[config.mk]
export PLATFORM = sky130hd
export DESIGN_NAME = traffic_sensor_conditioner
export DESIGN_NICKNAME = d
export VERILOG_FILES = /design/src/rtl/traffic_sensor_conditioner.sv
export SDC_FILE = /design/constraint.sdc
export NUM_CORES = 1
export LEC_CHECK = 0
export CORE_MARGIN = 5
export CORE_UTILIZATION = 50
export DETAILED_ROUTE_END_ITERATION = 16
export PLACE_DENSITY_LB_ADDON = 0.15
export SLEW_MARGIN = 30
export SYNTH_ARGS = -nofsm -noshare
export SYNTH_HDL_FRONTEND = slang
export SYNTH_SLANG_ARGS = --single-unit
[constraint.sdc]
create_clock -name clk -period 3.8 [get_ports clk]
set_input_delay 0.57 -clock clk [delete_from_list [all_inputs] [get_ports clk]]
set_output_delay 0.57 -clock clk [all_outputs]
set_load 0.02 [all_outputs]
[src/rtl/traffic_sensor_conditioner.sv]
`default_nettype none
// ============================================================================
// Module  : traffic_sensor_conditioner
// Brief   : Debounces the side-road detector and times the sb request.
// Revision: 1.0 - initial release
// ============================================================================
module traffic_sensor_conditioner #(
  parameter int DEB_CYCLES = 4,
  parameter int ARM_CYCLES = 8,
  parameter int MIN_HOLD   = 16,
  parameter int GAP_CYCLES = 8,
  parameter int MAX_HOLD   = 64,
  parameter int LOCKOUT    = 32,
  parameter int CNT_W      = 8
) (
  input  logic             clk,
  input  logic             rst,
  input  logic             sensor_raw,
  input  logic             cnt_clr,
  output logic             sb,
  output logic             forced_drop,
  output logic [CNT_W-1:0] veh_count,
  output logic [1:0]       state_o
);

  localparam int c_M1 = (MAX_HOLD > LOCKOUT) ? MAX_HOLD : LOCKOUT;
  localparam int c_M2 = (c_M1 > ARM_CYCLES) ? c_M1 : ARM_CYCLES;
  localparam int c_M3 = (c_M2 > GAP_CYCLES) ? c_M2 : GAP_CYCLES;
  localparam int c_TW = $clog2(c_M3 + 1);
  localparam int c_DW = $clog2(DEB_CYCLES + 1);

  localparam logic [c_DW-1:0] c_DEB_LAST  = c_DW'(DEB_CYCLES - 1);
  localparam logic [c_TW-1:0] c_ARM_LAST  = c_TW'(ARM_CYCLES - 1);
  localparam logic [c_TW-1:0] c_MIN_LAST  = c_TW'(MIN_HOLD - 1);
  localparam logic [c_TW-1:0] c_MAX_LAST  = c_TW'(MAX_HOLD - 1);
  localparam logic [c_TW-1:0] c_LOCK_LAST = c_TW'(LOCKOUT - 1);
  localparam logic [c_TW-1:0] c_GAP       = c_TW'(GAP_CYCLES);

  localparam logic [1:0] c_IDLE    = 2'd0;
  localparam logic [1:0] c_ARMING  = 2'd1;
  localparam logic [1:0] c_HOLD    = 2'd2;
  localparam logic [1:0] c_LOCKOUT = 2'd3;

  logic [1:0]       r_sync;
  logic             r_deb;
  logic             r_deb_d;
  logic [c_DW-1:0]  r_deb_cnt;
  logic [CNT_W-1:0] r_veh;
  logic [1:0]       r_state;
  logic [1:0]       w_next;
  logic [c_TW-1:0]  r_timer;
  logic [c_TW-1:0]  r_gap;
  logic [c_TW-1:0]  w_gap_cnt;
  logic             w_max_hit;
  logic             w_rise;
  logic             r_sb;
  logic             r_fd;
  logic             w_sb_next;
  logic             w_fd_next;

  always_ff @(posedge clk or posedge rst) begin
    if (rst) begin
      r_sync    <= 2'b00;
      r_deb     <= 1'b0;
      r_deb_d   <= 1'b0;
      r_deb_cnt <= '0;
    end else begin
      r_sync  <= {r_sync[0], sensor_raw};
      r_deb_d <= r_deb;
      if (r_sync[1] == r_deb) begin
        r_deb_cnt <= '0;
      end else if (r_deb_cnt == c_DEB_LAST) begin
        r_deb     <= r_sync[1];
        r_deb_cnt <= '0;
      end else begin
        r_deb_cnt <= r_deb_cnt + 1'b1;
      end
    end
  end

  assign w_rise = r_deb & ~r_deb_d;

  // Clear wins over a coincident arrival; the arrival is simply dropped.
  always_ff @(posedge clk or posedge rst) begin
    if (rst) begin
      r_veh <= '0;
    end else if (cnt_clr) begin
      r_veh <= '0;
    end else if (w_rise && (r_veh != '1)) begin
      r_veh <= r_veh + 1'b1;
    end
  end

  assign w_gap_cnt = r_deb ? '0 : ((r_gap == '1) ? r_gap : r_gap + 1'b1);
  assign w_max_hit = (r_state == c_HOLD) && (r_timer == c_MAX_LAST);

  always_ff @(posedge clk or posedge rst) begin
    if (rst) begin
      r_state <= c_IDLE;
      r_sb    <= 1'b0;
      r_fd    <= 1'b0;
    end else begin
      r_state <= w_next;
      r_sb    <= w_sb_next;
      r_fd    <= w_fd_next;
    end
  end

  always_comb begin
    w_next = r_state;
    case (r_state)
      c_IDLE:    if (r_deb) w_next = c_ARMING;
      c_ARMING: begin
        if (!r_deb)                     w_next = c_IDLE;
        else if (r_timer == c_ARM_LAST) w_next = c_HOLD;
      end
      c_HOLD: begin
        if (w_max_hit)                                          w_next = c_LOCKOUT;
        else if ((r_timer >= c_MIN_LAST) && (w_gap_cnt >= c_GAP)) w_next = c_LOCKOUT;
      end
      c_LOCKOUT: if (r_timer == c_LOCK_LAST) w_next = c_IDLE;
      default:   w_next = c_IDLE;
    endcase
  end

  always_comb begin
    w_sb_next = (w_next == c_HOLD);
    w_fd_next = w_max_hit;
  end

  always_ff @(posedge clk or posedge rst) begin
    if (rst) begin
      r_timer <= '0;
      r_gap   <= '0;
    end else begin
      if (w_next != r_state)  r_timer <= '0;
      else if (r_timer != '1) r_timer <= r_timer + 1'b1;
      r_gap <= ((r_state == c_HOLD) && (w_next == c_HOLD)) ? w_gap_cnt : '0;
    end
  end

  assign sb          = r_sb;
  assign forced_drop = r_fd;
  assign veh_count   = r_veh;
  assign state_o     = r_state;

endmodule
`default_nettype wire
==> summary.md <==
| Metric | Value |
|---|---|
| Kind of end point of the critical path | `output pin` |
| CTS Buf Count | `5` |
| Synthesized flop and latch total | `33` |
| RSZ-0062 raised after global routing | `false` |
| Vias | `~1,300` |
| Final #Nets | `186` |
| FF-to-FF Start | `r_timer[0]$_DFFE_PP0P_` |
| Final WL | `3370 um` |
| Postcts setup bufs | `0` |
| Post-route cell area | `0.00196 sq mm` |
| Via/cell ratio | `between 6 and 7` |
| Clk_lat worst skew | `~0.32 ns` |
| Setup total negative slack | `0 ns` |
| Grt ovf | `0` |
| Static Leak | `just under 0.9 nW` |
| Drt first pass iters | `4` |
| Buffers & Inverters on Critical Path | `1` |
| Clock buffer depth | `2` |
| Die area | `approximately 0.0047 sq mm` |
| GRT Total Usage | `16.6%` |
| Fillcell total | `slightly below 300` |
| Drc violations | `0` |
| Top cell type's share of synthesized area | `between 40% and 50%` |
| Post-CTS Hold Buffers | `0` |
| Synth cell count leaders | `dfrtp_1, nor2_1, a31oi_1, nor3_1, nand3_1` |
| DRT antenna net count | `0` |
| Die Y-Extent | `slightly below 70 um` |
| Reg clk slew, reported paths | `0.09 ns` |
| Dpl hpwl | `2430 um` |
| CP Launch Type | `flop` |
| Avg WL per Cell | `approximately 15 um` |
| Initial core utilization | `around 52%` |
| Status | `finished, final reports clean` |
| Mapped Area | `0.00173 sq mm` |
| Hold Vio Cnt, Final | `0` |
| Post-synth EDFFs | `0` |
| Largest net degree at the start of global routing | `34` |
| Sequential fraction of the synthesis area | `a little under half` |
| CP max stage delay | `0.68 ns` |
| WP data arrival | `roughly 1.6 ns` |
| Reg area | `approximately 830 sq um` |
| Yosys warns | `0` |
| Fraction of registers with async set/reset | `between 90% and 100%` |
| Max-slew violation count | `0` |
| Clk sinks | `33` |
| GPL Wtd Cong | `0.846` |
| Syn-to-layout area delta | `13.4%` |
| Syn avg cell area | `around 11 sq um` |
| Hold_sp | `r_sync[0]$_DFF_PP0_` |
| Share of layout cells above drive strength 1 | `approximately 11%` |
| Number of antenna diodes | `0` |
| Unique masters post-synth | `50` |
| IO Port Bufs | `15` |
| Fmax | `0.472 GHz` |
| Worst Tran Pin Value | `0.574 ns` |
| Clock Skew | `approximately 0.012 ns` |
| Post-DP Area | `roughly 0.0019 sq mm` |
| I/O pins | `16` |
| Max_slew headroom | `61.5%` |
| Vias in the first global route | `about 1,300` |
| Root buffer cell | `clkbuf_4` |
| Final Critical Period | `about 2.1 ns` |
| Final period utilization | `a little under three fifths` |
| Sequence of cells on the critical path | `clkdlybuf4s50_1` |
| Crit Path Max Fanout | `9` |
| Worst Path Required | `3.23 ns` |
| Rows | `21` |
| H-tree levels | `2` |
| Multi-input logic area | `853 sq um` |
| Synth Net Count | `~170` |
| Most frequent cell after synthesis | `dfrtp_1` |
| Starting DRT DRC Count | `71` |
| Max-cap viol count | `0` |
| CP top delay family | `buffers and inverters` |
| Horiz. Die Dim | `68.9 um` |
| Final Setup Violations | `0` |
| Area contributors post-synth | `dfrtp_1, a31oi_1, ha_1, nor4_2, nor2_1` |
| First-pass GRT wire length | `about 6000 um` |
| Worst setup path startpoint | `state_o[0]$_DFF_PP0_` |
| Peak VDD IR | `between 0.2 and 0.3 mV` |
| Hold/Removal Path Class | `reg2reg` |
| Setup CP Type | `reg2out` |
| CTS tree | `done` |
| Post-cts resize count | `0` |
| Cell Pwr Density | `around 530 mW/mm^2` |
| Critical path's slowest cell | `clkdlybuf4s50_1` |
| Area leader, netlist | `dfrtp_1` |
| Synth Flop Type | `dfrtp_1` |
| Synth Instances | `between 150 and 200` |
| Core ar. | `0.00334 sq mm` |
| Initial antenna violation count | `0` |
[cells in the final DEF, fill, tap and decap left out, types with 2 or more instances in the layout]
master / netlist / final
and3_1: 3 / 3
nor3_1: 8 / 8
clkdlybuf4s50_1: 0 / 15
a211oi_1: 3 / 3
xnor2_1: 4 / 4
nor4_2: 4 / 4
nand2b_1: 2 / 2
dfrtp_1: 33 / 33
clkbuf_4: 0 / 5
nand3_1: 7 / 7
a21oi_1: 4 / 4
ha_1: 4 / 4
nand2_1: 5 / 5
a31oi_1: 8 / 8
and4_1: 3 / 3
a311oi_1: 2 / 2
nor4_1: 3 / 3
nor2_1: 13 / 13
mux2i_1: 3 / 3
nor2b_1: 3 / 3
a2111oi_1: 2 / 2
nand4_1: 4 / 4
nor3b_1: 2 / 2
inv_1: 4 / 4
xor2_1: 4 / 4
o21ai_0: 5 / 5
[per-stage QoR]
step	total power, mW	util [%]	cells	hold slack, ns	setup WS [ns]
2_1_floorplan	0.753	-	163	0.331	2.10
3_3_place_gp	0.837	57.2	217	0.336	1.95
3_5_place_dp	0.853	57.2	217	0.336	1.86
4_1_cts	1.05	58.9	224	0.357	1.67
5_1_grt	1.11	58.9	224	0.363	1.61
6_report	1.04	58.9	224	0.356	1.68
[registers in the layout, summed over array words and instances (netlist names)]
| register | count |
|---|---|
| r_gap | 7 |
| r_deb | 1 |
| r_deb_cnt | 3 |
| state_o | 2 |
| r_deb_d | 1 |
| veh_count | 8 |
| r_timer | 7 |
| r_sync | 2 |
| sb | 1 |
| forced_drop | 1 |
[worst paths after layout]
path | to | slack (ns) | cells past startpoint
max | state_o[0] | 1.68 | 1
min | r_sync[1]$_DFF_PP0_ | 0.36 | 0
max reg2reg | r_timer[4]$_DFFE_PP0P_ | 1.82 | 5
min reg2reg | r_sync[1]$_DFF_PP0_ | 0.36 | 0
max in group asynchronous | r_sync[0]$_DFF_PP0_ | 2.86 | 3
min in group asynchronous | r_timer[2]$_DFFE_PP0P_ | 0.64 | 3
[layout make-up]
| class | count | area share (%) |
|---|---|---|
| Tap cell | 46 | 2.93 |
| Multi-Input combinational cell | 118 | 43.4 |
| Sequential cell | 33 | 42.0 |
| Clock buffer | 7 | 2.80 |
| Timing Repair Buffer | 16 | 8.03 |
| Inverter | 4 | 0.764 |
[power by group]
| group | switching (mW) | total, mW | internal (mW) |
|---|---|---|---|
| combinational | 0.179 | 0.346 | 0.166 |
| sequential | 0.0885 | 0.500 | 0.412 |
| clock | 0.107 | 0.194 | 0.0873 |
[layer usage]
layer | vias to the layer above | GRT usage (%) | wire (um)
li1 | 653 | - | -
met1 | 647 | 22.3 | 1530
met2 | 42 | 25.2 | 1580
met3 | 7 | 4.70 | 211
met4 | 0 | 6.57 | 51
met5 | - | 0 | 0
[cell families (layout without fill, tap and decap cells)]
kind of cell,Yosys count,after routing,synth area share [%]
adders and majority gates,4,4,2.89
buffers and inverters,12,27,3.03
DFF,33,33,47.7
xor gates and xnor gates,8,8,4.05
muxes,4,4,2.38
and+or+nand+nor,68,68,25.0
AOI/OAI and AO/OA,34,34,15.0
Power figures use the tool's default switching activity.
